$ cat src/rtl/nvme_sq_engine.sv
// Multi-queue NVMe submission-queue producer: writes one 64 B SQE per command into SQ memory
// over a single-beat AXI write, then rings that queue's tail doorbell over AXI-Lite.
module nvme_sq_engine #(
    parameter int          NUM_QUEUES    = 4,
    parameter int          QUEUE_DEPTH   = 16,
    parameter int          SQ_ADDR_WIDTH = 12,
    parameter int          SQ_DATA_WIDTH = 512,
    parameter int          NL_ADDR_WIDTH = 32,
    parameter int          NL_DATA_WIDTH = 32,
    parameter logic [31:0] DB_BASE       = 32'h1000,
    parameter int          DB_STRIDE     = 8,
    localparam int         QW            = (NUM_QUEUES > 1) ? $clog2(NUM_QUEUES) : 1,
    localparam int         PW            = $clog2(QUEUE_DEPTH)
) (
    input  logic                         clk,
    input  logic                         rst,

    input  logic                         cmd_valid,
    output logic                         cmd_ready,
    input  logic [QW-1:0]                cmd_qid,
    input  logic [SQ_DATA_WIDTH-1:0]     cmd_data,

    input  logic                         hd_valid,
    input  logic [QW-1:0]                hd_qid,
    input  logic [15:0]                  hd_sqhd,

    output logic [SQ_ADDR_WIDTH-1:0]     sq_awaddr,
    output logic [7:0]                   sq_awlen,
    output logic [2:0]                   sq_awsize,
    output logic [1:0]                   sq_awburst,
    output logic                         sq_awvalid,
    input  logic                         sq_awready,
    output logic [SQ_DATA_WIDTH-1:0]     sq_wdata,
    output logic [SQ_DATA_WIDTH/8-1:0]   sq_wstrb,
    output logic                         sq_wlast,
    output logic                         sq_wvalid,
    input  logic                         sq_wready,
    input  logic [1:0]                   sq_bresp,
    input  logic                         sq_bvalid,
    output logic                         sq_bready,

    output logic [NL_ADDR_WIDTH-1:0]     nl_awaddr,
    output logic                         nl_awvalid,
    input  logic                         nl_awready,
    output logic [NL_DATA_WIDTH-1:0]     nl_wdata,
    output logic [NL_DATA_WIDTH/8-1:0]   nl_wstrb,
    output logic                         nl_wvalid,
    input  logic                         nl_wready,
    input  logic [1:0]                   nl_bresp,
    input  logic                         nl_bvalid,
    output logic                         nl_bready,

    output logic [NUM_QUEUES-1:0]        sq_full,
    output logic [1:0]                   err
);

    localparam int QN = 2 ** QW;

    typedef enum logic [2:0] {
        S_IDLE,
        S_SQ_REQ,
        S_SQ_RESP,
        S_DB_REQ,
        S_DB_RESP
    } state_t;

    state_t              r_state;
    logic [QW-1:0]       r_qid;
    logic [PW-1:0]       r_tail [QN];
    logic [PW-1:0]       r_head [QN];

    logic [QN-1:0]       w_full_ext;
    logic [QW+PW-1:0]    w_cmd_slot;
    logic [SQ_ADDR_WIDTH-1:0] w_cmd_addr;
    logic [PW-1:0]       w_tail_next;
    logic [NL_ADDR_WIDTH-1:0] w_db_addr;

    assign sq_awlen   = 8'd0;
    assign sq_awsize  = 3'b110;
    assign sq_awburst = 2'b01;
    assign sq_wlast   = 1'b1;
    assign sq_wstrb   = '1;
    assign nl_wstrb   = '1;

    // One slot stays empty so that tail==head always means "empty".
    always_comb begin
        w_full_ext = '0;
        for (int q = 0; q < QN; q++) begin
            w_full_ext[q] = (PW'(r_tail[q] + 1'b1) == r_head[q]);
        end
    end

    assign sq_full   = w_full_ext[NUM_QUEUES-1:0];
    assign cmd_ready = (r_state == S_IDLE) && !w_full_ext[cmd_qid];

    // Queue depth is a power of two, so {qid, tail} is qid*QUEUE_DEPTH + tail.
    assign w_cmd_slot  = {cmd_qid, r_tail[cmd_qid]};
    assign w_cmd_addr  = SQ_ADDR_WIDTH'({w_cmd_slot, 6'b000000});
    assign w_tail_next = r_tail[r_qid] + PW'(1);
    assign w_db_addr   = NL_ADDR_WIDTH'(DB_BASE)
                       + NL_ADDR_WIDTH'(r_qid) * NL_ADDR_WIDTH'(DB_STRIDE);

    always_ff @(posedge clk or posedge rst) begin
        if (rst) begin
            r_state    <= S_IDLE;
            r_qid      <= '0;
            for (int q = 0; q < QN; q++) begin
                r_tail[q] <= '0;
            end
            sq_awaddr  <= '0;
            sq_awvalid <= 1'b0;
            sq_wdata   <= '0;
            sq_wvalid  <= 1'b0;
            sq_bready  <= 1'b0;
            nl_awaddr  <= '0;
            nl_awvalid <= 1'b0;
            nl_wdata   <= '0;
            nl_wvalid  <= 1'b0;
            nl_bready  <= 1'b0;
            err        <= 2'b00;
        end else begin
            case (r_state)
                S_IDLE: begin
                    if (cmd_valid && cmd_ready) begin
                        r_qid      <= cmd_qid;
                        sq_wdata   <= cmd_data;
                        sq_awaddr  <= w_cmd_addr;
                        sq_awvalid <= 1'b1;
                        sq_wvalid  <= 1'b1;
                        r_state    <= S_SQ_REQ;
                    end
                end

                // A channel whose valid is already low has finished its handshake.
                S_SQ_REQ: begin
                    if (sq_awready) begin
                        sq_awvalid <= 1'b0;
                    end
                    if (sq_wready) begin
                        sq_wvalid <= 1'b0;
                    end
                    if ((!sq_awvalid || sq_awready) && (!sq_wvalid || sq_wready)) begin
                        sq_bready <= 1'b1;
                        r_state   <= S_SQ_RESP;
                    end
                end

                S_SQ_RESP: begin
                    if (sq_bvalid) begin
                        r_tail[r_qid] <= w_tail_next;
                        if (sq_bresp != 2'b00) begin
                            err[0] <= 1'b1;
                        end
                        sq_bready  <= 1'b0;
                        nl_awaddr  <= w_db_addr;
                        nl_wdata   <= NL_DATA_WIDTH'(w_tail_next);
                        nl_awvalid <= 1'b1;
                        nl_wvalid  <= 1'b1;
                        r_state    <= S_DB_REQ;
                    end
                end

                S_DB_REQ: begin
                    if (nl_awready) begin
                        nl_awvalid <= 1'b0;
                    end
                    if (nl_wready) begin
                        nl_wvalid <= 1'b0;
                    end
                    if ((!nl_awvalid || nl_awready) && (!nl_wvalid || nl_wready)) begin
                        nl_bready <= 1'b1;
                        r_state   <= S_DB_RESP;
                    end
                end

                S_DB_RESP: begin
                    if (nl_bvalid) begin
                        if (nl_bresp != 2'b00) begin
                            err[1] <= 1'b1;
                        end
                        nl_bready <= 1'b0;
                        r_state   <= S_IDLE;
                    end
                end

                default: r_state <= S_IDLE;
            endcase
        end
    end

    // Out-of-range SQHD values are dropped silently.
    always_ff @(posedge clk or posedge rst) begin
        if (rst) begin
            for (int q = 0; q < QN; q++) begin
                r_head[q] <= '0;
            end
        end else if (hd_valid && (32'(hd_sqhd) < 32'(QUEUE_DEPTH))) begin
            r_head[hd_qid] <= hd_sqhd[PW-1:0];
        end
    end

endmodule
$ cat config.mk
export PLATFORM = sky130hd
export DESIGN_NAME = nvme_sq_engine
export DESIGN_NICKNAME = d
export VERILOG_FILES = /design/src/rtl/nvme_sq_engine.sv
export SDC_FILE = /design/constraint.sdc
export NUM_CORES = 1
export LEC_CHECK = 0
export BUFFER_PORTS_ARGS = -buffer_cell sky130_fd_sc_hd__buf_2
export CAP_MARGIN = 0
export CORE_AREA = 2 2 476 478
export DETAILED_ROUTE_END_ITERATION = 8
export DIE_AREA = 0 0 478 480
export PLACE_DENSITY = 0.3
export REMOVE_ABC_BUFFERS = 1
export SLEW_MARGIN = 40
export SYNTH_ARGS = -nofsm -noshare
export SYNTH_HDL_FRONTEND = slang
export SYNTH_SLANG_ARGS = --single-unit
$ cat constraint.sdc
create_clock -name clk -period 15 [get_ports clk]
set_input_delay 0 -clock clk [delete_from_list [all_inputs] [get_ports clk]]
set_output_delay 0 -clock clk [all_outputs]
set_load 0.01 [all_outputs]
==> results of run 1 <==
[per-layer routing]
layer	share of wire (%)	up-vias
li1	-	8752
met1	41	9536
met2	45	895
met3	11	225
met4	3.2	36
met5	0.19	-
[kinds of logic (layout without fill, tap and decap cells)]
group	after synthesis	after routing	share of synthesized area, %
buffers and inverters	217	2069	8.83
multiplexers	547	547	31.9
flip-flops	568	568	55.7
other	2	173	0.0295
AO/OA/AOI/OAI	32	32	0.741
XOR/XNOR	28	28	1.08
adder cells (fa/ha/maj)	5	5	0.245
AND/OR/NAND/NOR	73	73	1.46
[cell usage in the layout (no fill, tap or decap), types with 6 or more instances in the layout]
cell type / synthesis / routed
buf_2: 2 / 1083
dlygate4sd3_1: 0 / 808
dfrtp_1: 568 / 568
mux2_4: 498 / 498
conb_1: 2 / 145
clkbuf_16: 0 / 84
mux2_2: 40 / 40
diode_2: 0 / 28
nand2_1: 27 / 27
clkbuf_1: 7 / 21
xnor2_1: 17 / 17
clkbuf_8: 0 / 17
buf_4: 145 / 16
nor2_1: 15 / 15
o21ai_0: 12 / 12
xor2_1: 9 / 9
a21oi_1: 9 / 9
nand3_1: 7 / 7
bufinv_16: 0 / 7
mux4_2: 6 / 6
inv_1: 7 / 6
[worst max-delay path: stages (launching register included)]
cell and delay (ns):
dfrtp_1 0.46, ha_1 0.25, xnor2_1 0.22, xnor2_1 0.16
nor4_2 0.09, a221o_2 0.43, nor2_8 0.44, buf_12 0.24
buf_6 0.48, buf_4 0.64, buf_4 0.74, mux2_4 0.35
[worst max-delay path by stage]
stage | slack, ns | depth (start not counted) | end | from
after floorplan | -0.89 | 1 | err[0] | rst
after global placement | 9.80 | 10 | sq_wdata[5] | r_tail[8]
after detailed placement | 9.96 | 11 | sq_wdata[3] | r_tail[8]
after CTS | 9.96 | 11 | sq_wdata[14] | r_tail[8]
after global routing | 9.94 | 11 | sq_wdata[505] | r_tail[8]
final | 10.25 | 11 | sq_wdata[380] | r_tail[8]
[flip-flops by register name (all words and copies together) (netlist names), 2 cells and up]
register / flops
r_head: 16
err: 2
r_state: 3
r_tail: 16
nl_wdata: 4
r_qid: 2
sq_wdata: 512
sq_awaddr: 4
nl_awaddr: 3
[power breakdown]
group / internal (mW) / switching, mW
clock network: 1.23 / 0.812
logic: 2.13 / 1.88
registers: 2.31 / 0.517
[stage by stage]
stage	instances	hold slack (ns)
finish	6487	0.0902
global route	6479	0.0151
CTS	6456	0.000525
detailed placement	5504	0.200
global placement	5502	0.200
floorplan	1405	0.0891
[area by class of cell]
class / instances / share of cell area, %
flip-flops and latches: 568 / 32.1
repair buffers: 1918 / 31.2
multi-input cells: 830 / 21.7
well taps: 2992 / 8.46
clock buffers: 122 / 5.46
clock inverters: 22 / 0.792
diodes: 28 / 0.158
inverters: 7 / 0.0764
[timing repair]
action / in CTS / in global routing
hold buffers: 808 / 0
resized for setup: 0 / 0
hold endpoints to repair: 638 / 0
==> results.cfg, run 1 <==
[status]
status = finished clean

[setup_path]
reg2reg_to = sq_wdata[380]
r2r_setup_slack_ns = 10.25
reg2reg_depth = 11
critPathLaunchType = flip-flop
cp_max_fo = 42
critPathCaptureType = flip-flop
r2r_start = r_tail[8]
path_class = reg -> reg
critPathRequiredTime_ns = 15.57
crit_arrival_ns = 5.32

[logic_synthesis]
synth_top_area_share_pct = 55.7
syn_area_per_cell_um2 = 17.3
synthTopCellsByCount = dfrtp_1, mux2_4, buf_4, buf_12, mux2_2
ys_seq_area_share_pct = 55.7
ys_warn_count = 0
synth.most_common_cell = dfrtp_1
ys_async_sr_fraction_pct = 100
ys_seq_elements = 568
synth_cell_types = 43
ys_top_cells_by_area = dfrtp_1, mux2_4, buf_4, buf_12, mux2_2
synthFlopType = dfrtp_1
syn_area_um2 = 25500
synth_area_leader_cell = dfrtp_1
synth_edf_count = 0
synthCells = 1472

[timing]
timing.fmax_mhz = 211
setup_tns_ns = 0
fin_crit_ns = 4.75
rsz0062_at_grt = false
slew_headroom_pct = 45.2
finalHoldViolCount = 0
setup_ws_ns = 10.25
worstMarginPinSlew_ns = 0.822
setup_violations = 0
slew_violations = 0
period_share_pct = 31.7
skew_ns = 0.0306

[hold_path]
holdPathEnd = sq_wdata[234]
min_path_type = in -> reg
min_path_cells = 3
min-delay-start = cmd_data[234]

[final_layout]
final_util_pct = 19.7
finalInstanceArea_um2 = 44200
drive_gt1_share_pct = 51.5
area_growth_pct = 73.5
multi_input_area_um2 = 9580
regArea_um2 = 14200
nFillCells = 24521
nNetsFinal = 3957

[placement]
post-place-ws_ns = 9.96
place.gp.congestion = 0.786
numPortBuffers = 1083
hpwl_mm = 105
postPlaceCellArea_um2 = 33200

[grt]
use_met2_pct = 17.4
grt_start_max_net_pins = 90
busiest_layer = met2
grt_use_total_pct = 11.1
first_global_vias = 20821
use_met1_pct = 13.3
antenna_found_initial = 75
met3_usage_pct = 5.50
grt_overflow = 0
grt_pass1_wl_mm = 178

[pwr]
p_per_area_nw_per_um2 = 201
report.power.total_mw = 8.88
peakVddDrop_mv = 0.0925
leakage_nw = 20.6

[floorplan]
initial_core_util_pct = 11.4
die_w_um = 478
num_io_pins = 1229
die-height_um = 480
coreArea_um2 = 224000
die_area_um2 = 229000
rows = 174

[detailed_routing]
wl_mm = 132
drt_iter0_markers = 645
vias = 19444
postRouteAntennaNets = 0
vias_per_cell = 3.00
route.detailed.drc = 0
first_pass_iters = 4
avgRoutedWirePerCell_um = 20.4

[clocking]
clk_pin_slew_ns = 0.05
root_buffer = clkbuf_16
clock_path_buffers = 3
h-tree-depth = 3
postCtsSetupBuffers = 0
clock_latency_ns = 0.69
numClockSinks = 568
cts_buffers = 81
cts_tree = built

[run]
drv_cap = 0
(Power assumes the default switching activity.)
==> inputs of run 2 (changes only) <==
Settings changed: CORE_AREA 2 2 476 478 to 2 2 477 479, DIE_AREA 0 0 478 480 to 0 0 479 481.
Clock period 15 ns to 4.84 ns, I/O delays scaled along.
==> run 2 against run 1 <==
Against the previous run: global-route usage is 0.099 points lower; combinational power grew to 3.2 times the previous value; clock power rose to 3.1 times the previous value; final cell count shrank 1.2%; largest power group unchanged; sequential share of layout area grew 0.71 points; fmax is 49% higher; critical endpoint is now r_state[0]; worst setup slack lost 8.6 ns.
==> results.cfg, run 2 (synthesized netlist as in run 1, its figures left out) <==
[status]
status = finished clean

[timing]
finalHoldViolCount = 0
slew_headroom_pct = 44.3
slew_violations = 0
worstMarginPinSlew_ns = 0.836
skew_ns = 0.0274
setup_tns_ns = 0
fin_crit_ns = 3.19
setup_violations = 0
timing.fmax_mhz = 313
period_share_pct = 66.0
rsz0062_at_grt = false

[grt]
grt_pass1_wl_mm = 176
grt_start_max_net_pins = 117
grt_overflow = 0
antenna_found_initial = 71
grt_use_total_pct = 11.0
first_global_vias = 20383

[floorplan]
die_area_um2 = 230000
die-height_um = 481
num_io_pins = 1229
die_w_um = 479
initial_core_util_pct = 11.3
coreArea_um2 = 226000
rows = 175

[setup_path]
path_class = reg -> reg
critPathLaunchType = flip-flop
critPathCaptureType = flip-flop
critPathRequiredTime_ns = 5.39
cp_max_fo = 6
crit_arrival_ns = 3.74

[clocking]
root_buffer = clkbuf_16
cts_resized = 0
clk_pin_slew_ns = 0.06
clock_path_buffers = 3
h-tree-depth = 3
clock_latency_ns = 0.69
numClockSinks = 568
cts_tree = built
cts_buffers = 85

[final_layout]
area_growth_pct = 69.7
drive_gt1_share_pct = 53.1
final_cell_mix = buf_2, dlygate4sd3_1, dfrtp_1, mux2_4, conb_1
nNetsFinal = 3859
largest_register = sq_wdata
final_common_cell = buf_2
regArea_um2 = 14200
multi_input_area_um2 = 9570
largest_reg_flops = 512
reg.largest.list = sq_wdata x512, r_head x16, r_tail x16
nFillCells = 24687
final_util_pct = 19.2

[detailed_routing]
avgRoutedWirePerCell_um = 20.5
vias = 18907
first_pass_iters = 4
wl_mm = 131
vias_per_cell = 2.95
postRouteAntennaNets = 0
route.detailed.drc = 0
drt_iter0_markers = 464

[pwr]
p_per_area_nw_per_um2 = 639
peakVddDrop_mv = 0.314
leakage_nw = 20.2
report.power.total_mw = 27.7

[placement]
place.gp.congestion = 0.757
hpwl_mm = 105
numPortBuffers = 1083

[hold_path]
min_path_type = in -> reg

[run]
drv_cap = 0
-- run 2: worst paths after layout --
| path | to | startpoint | cells past startpoint | slack (ns) |
|---|---|---|---|---|
| max | r_state[0] | r_tail[4] | 8 | 1.65 |
| min | sq_wdata[279] | cmd_data[279] | 3 | 0.1 |
| max reg2reg | r_state[0] | r_tail[4] | 8 | 1.65 |
| min reg2reg | nl_awaddr[12] | nl_awaddr[12] | 1 | 0.46 |
| max in group asynchronous | sq_wdata[449] | rst | 6 | 3.05 |
| min in group asynchronous | sq_wdata[135] | rst | 4 | 0.54 |
-- run 2: cell type report --
| type | instances | share of cell area [%] |
|---|---|---|
| antenna | 29 | 0.168 |
| timing repair buffer | 1816 | 29.7 |
| clock inverter | 28 | 0.674 |
| multi-input combinational | 830 | 22.1 |
| clock buffer | 121 | 5.70 |
| tap | 3009 | 8.70 |
| inverter | 7 | 0.0897 |
| sequential | 568 | 32.9 |
-- run 2: power breakdown --
group / switching (mW) / total [mW] / internal (mW)
combinational: 6.06 / 12.7 / 6.65
sequential: 1.53 / 8.68 / 7.15
clock: 2.53 / 6.27 / 3.74
-- run 2: timing repair --
item	in CTS	in global routing
hold endpoints to repair	627	0
buffers inserted	0	0
hold buffers	706	0
-- run 2: worst max-delay path: stages (launching register included) --
cell           delay (ns)
dfrtp_1              0.47
ha_1                 0.25
xor3_1               0.35
nor3_1               0.41
nand4b_1             0.21
nand3_2              0.17
dlygate4sd3_1        0.57
o22ai_1              0.07
dlygate4sd3_1        0.56
-- run 2: metal layers --
| metal | GRT usage [%] | vias up | part of all wire [%] |
|---|---|---|---|
| li1 | - | 8587 | - |
| met1 | 12.1 | 9167 | 38 |
| met2 | 17.4 | 911 | 45 |
| met3 | 7.21 | 208 | 15 |
| met4 | 3.09 | 34 | 2.6 |
| met5 | 0 | - | 0.17 |
-- run 2: through the flow --
stage               setup slack, ns  std cells  hold slack, ns  area [µm²]
global route                   1.53       6391          0.0278       43200
detailed placement             1.62       5523           0.209       33300
finish                         1.65       6408          0.0957       43300
CTS                            1.62       6378        0.000237       43200
global placement               1.59       5523           0.207       33300
floorplan                    -11.05       1405          0.0891       23800
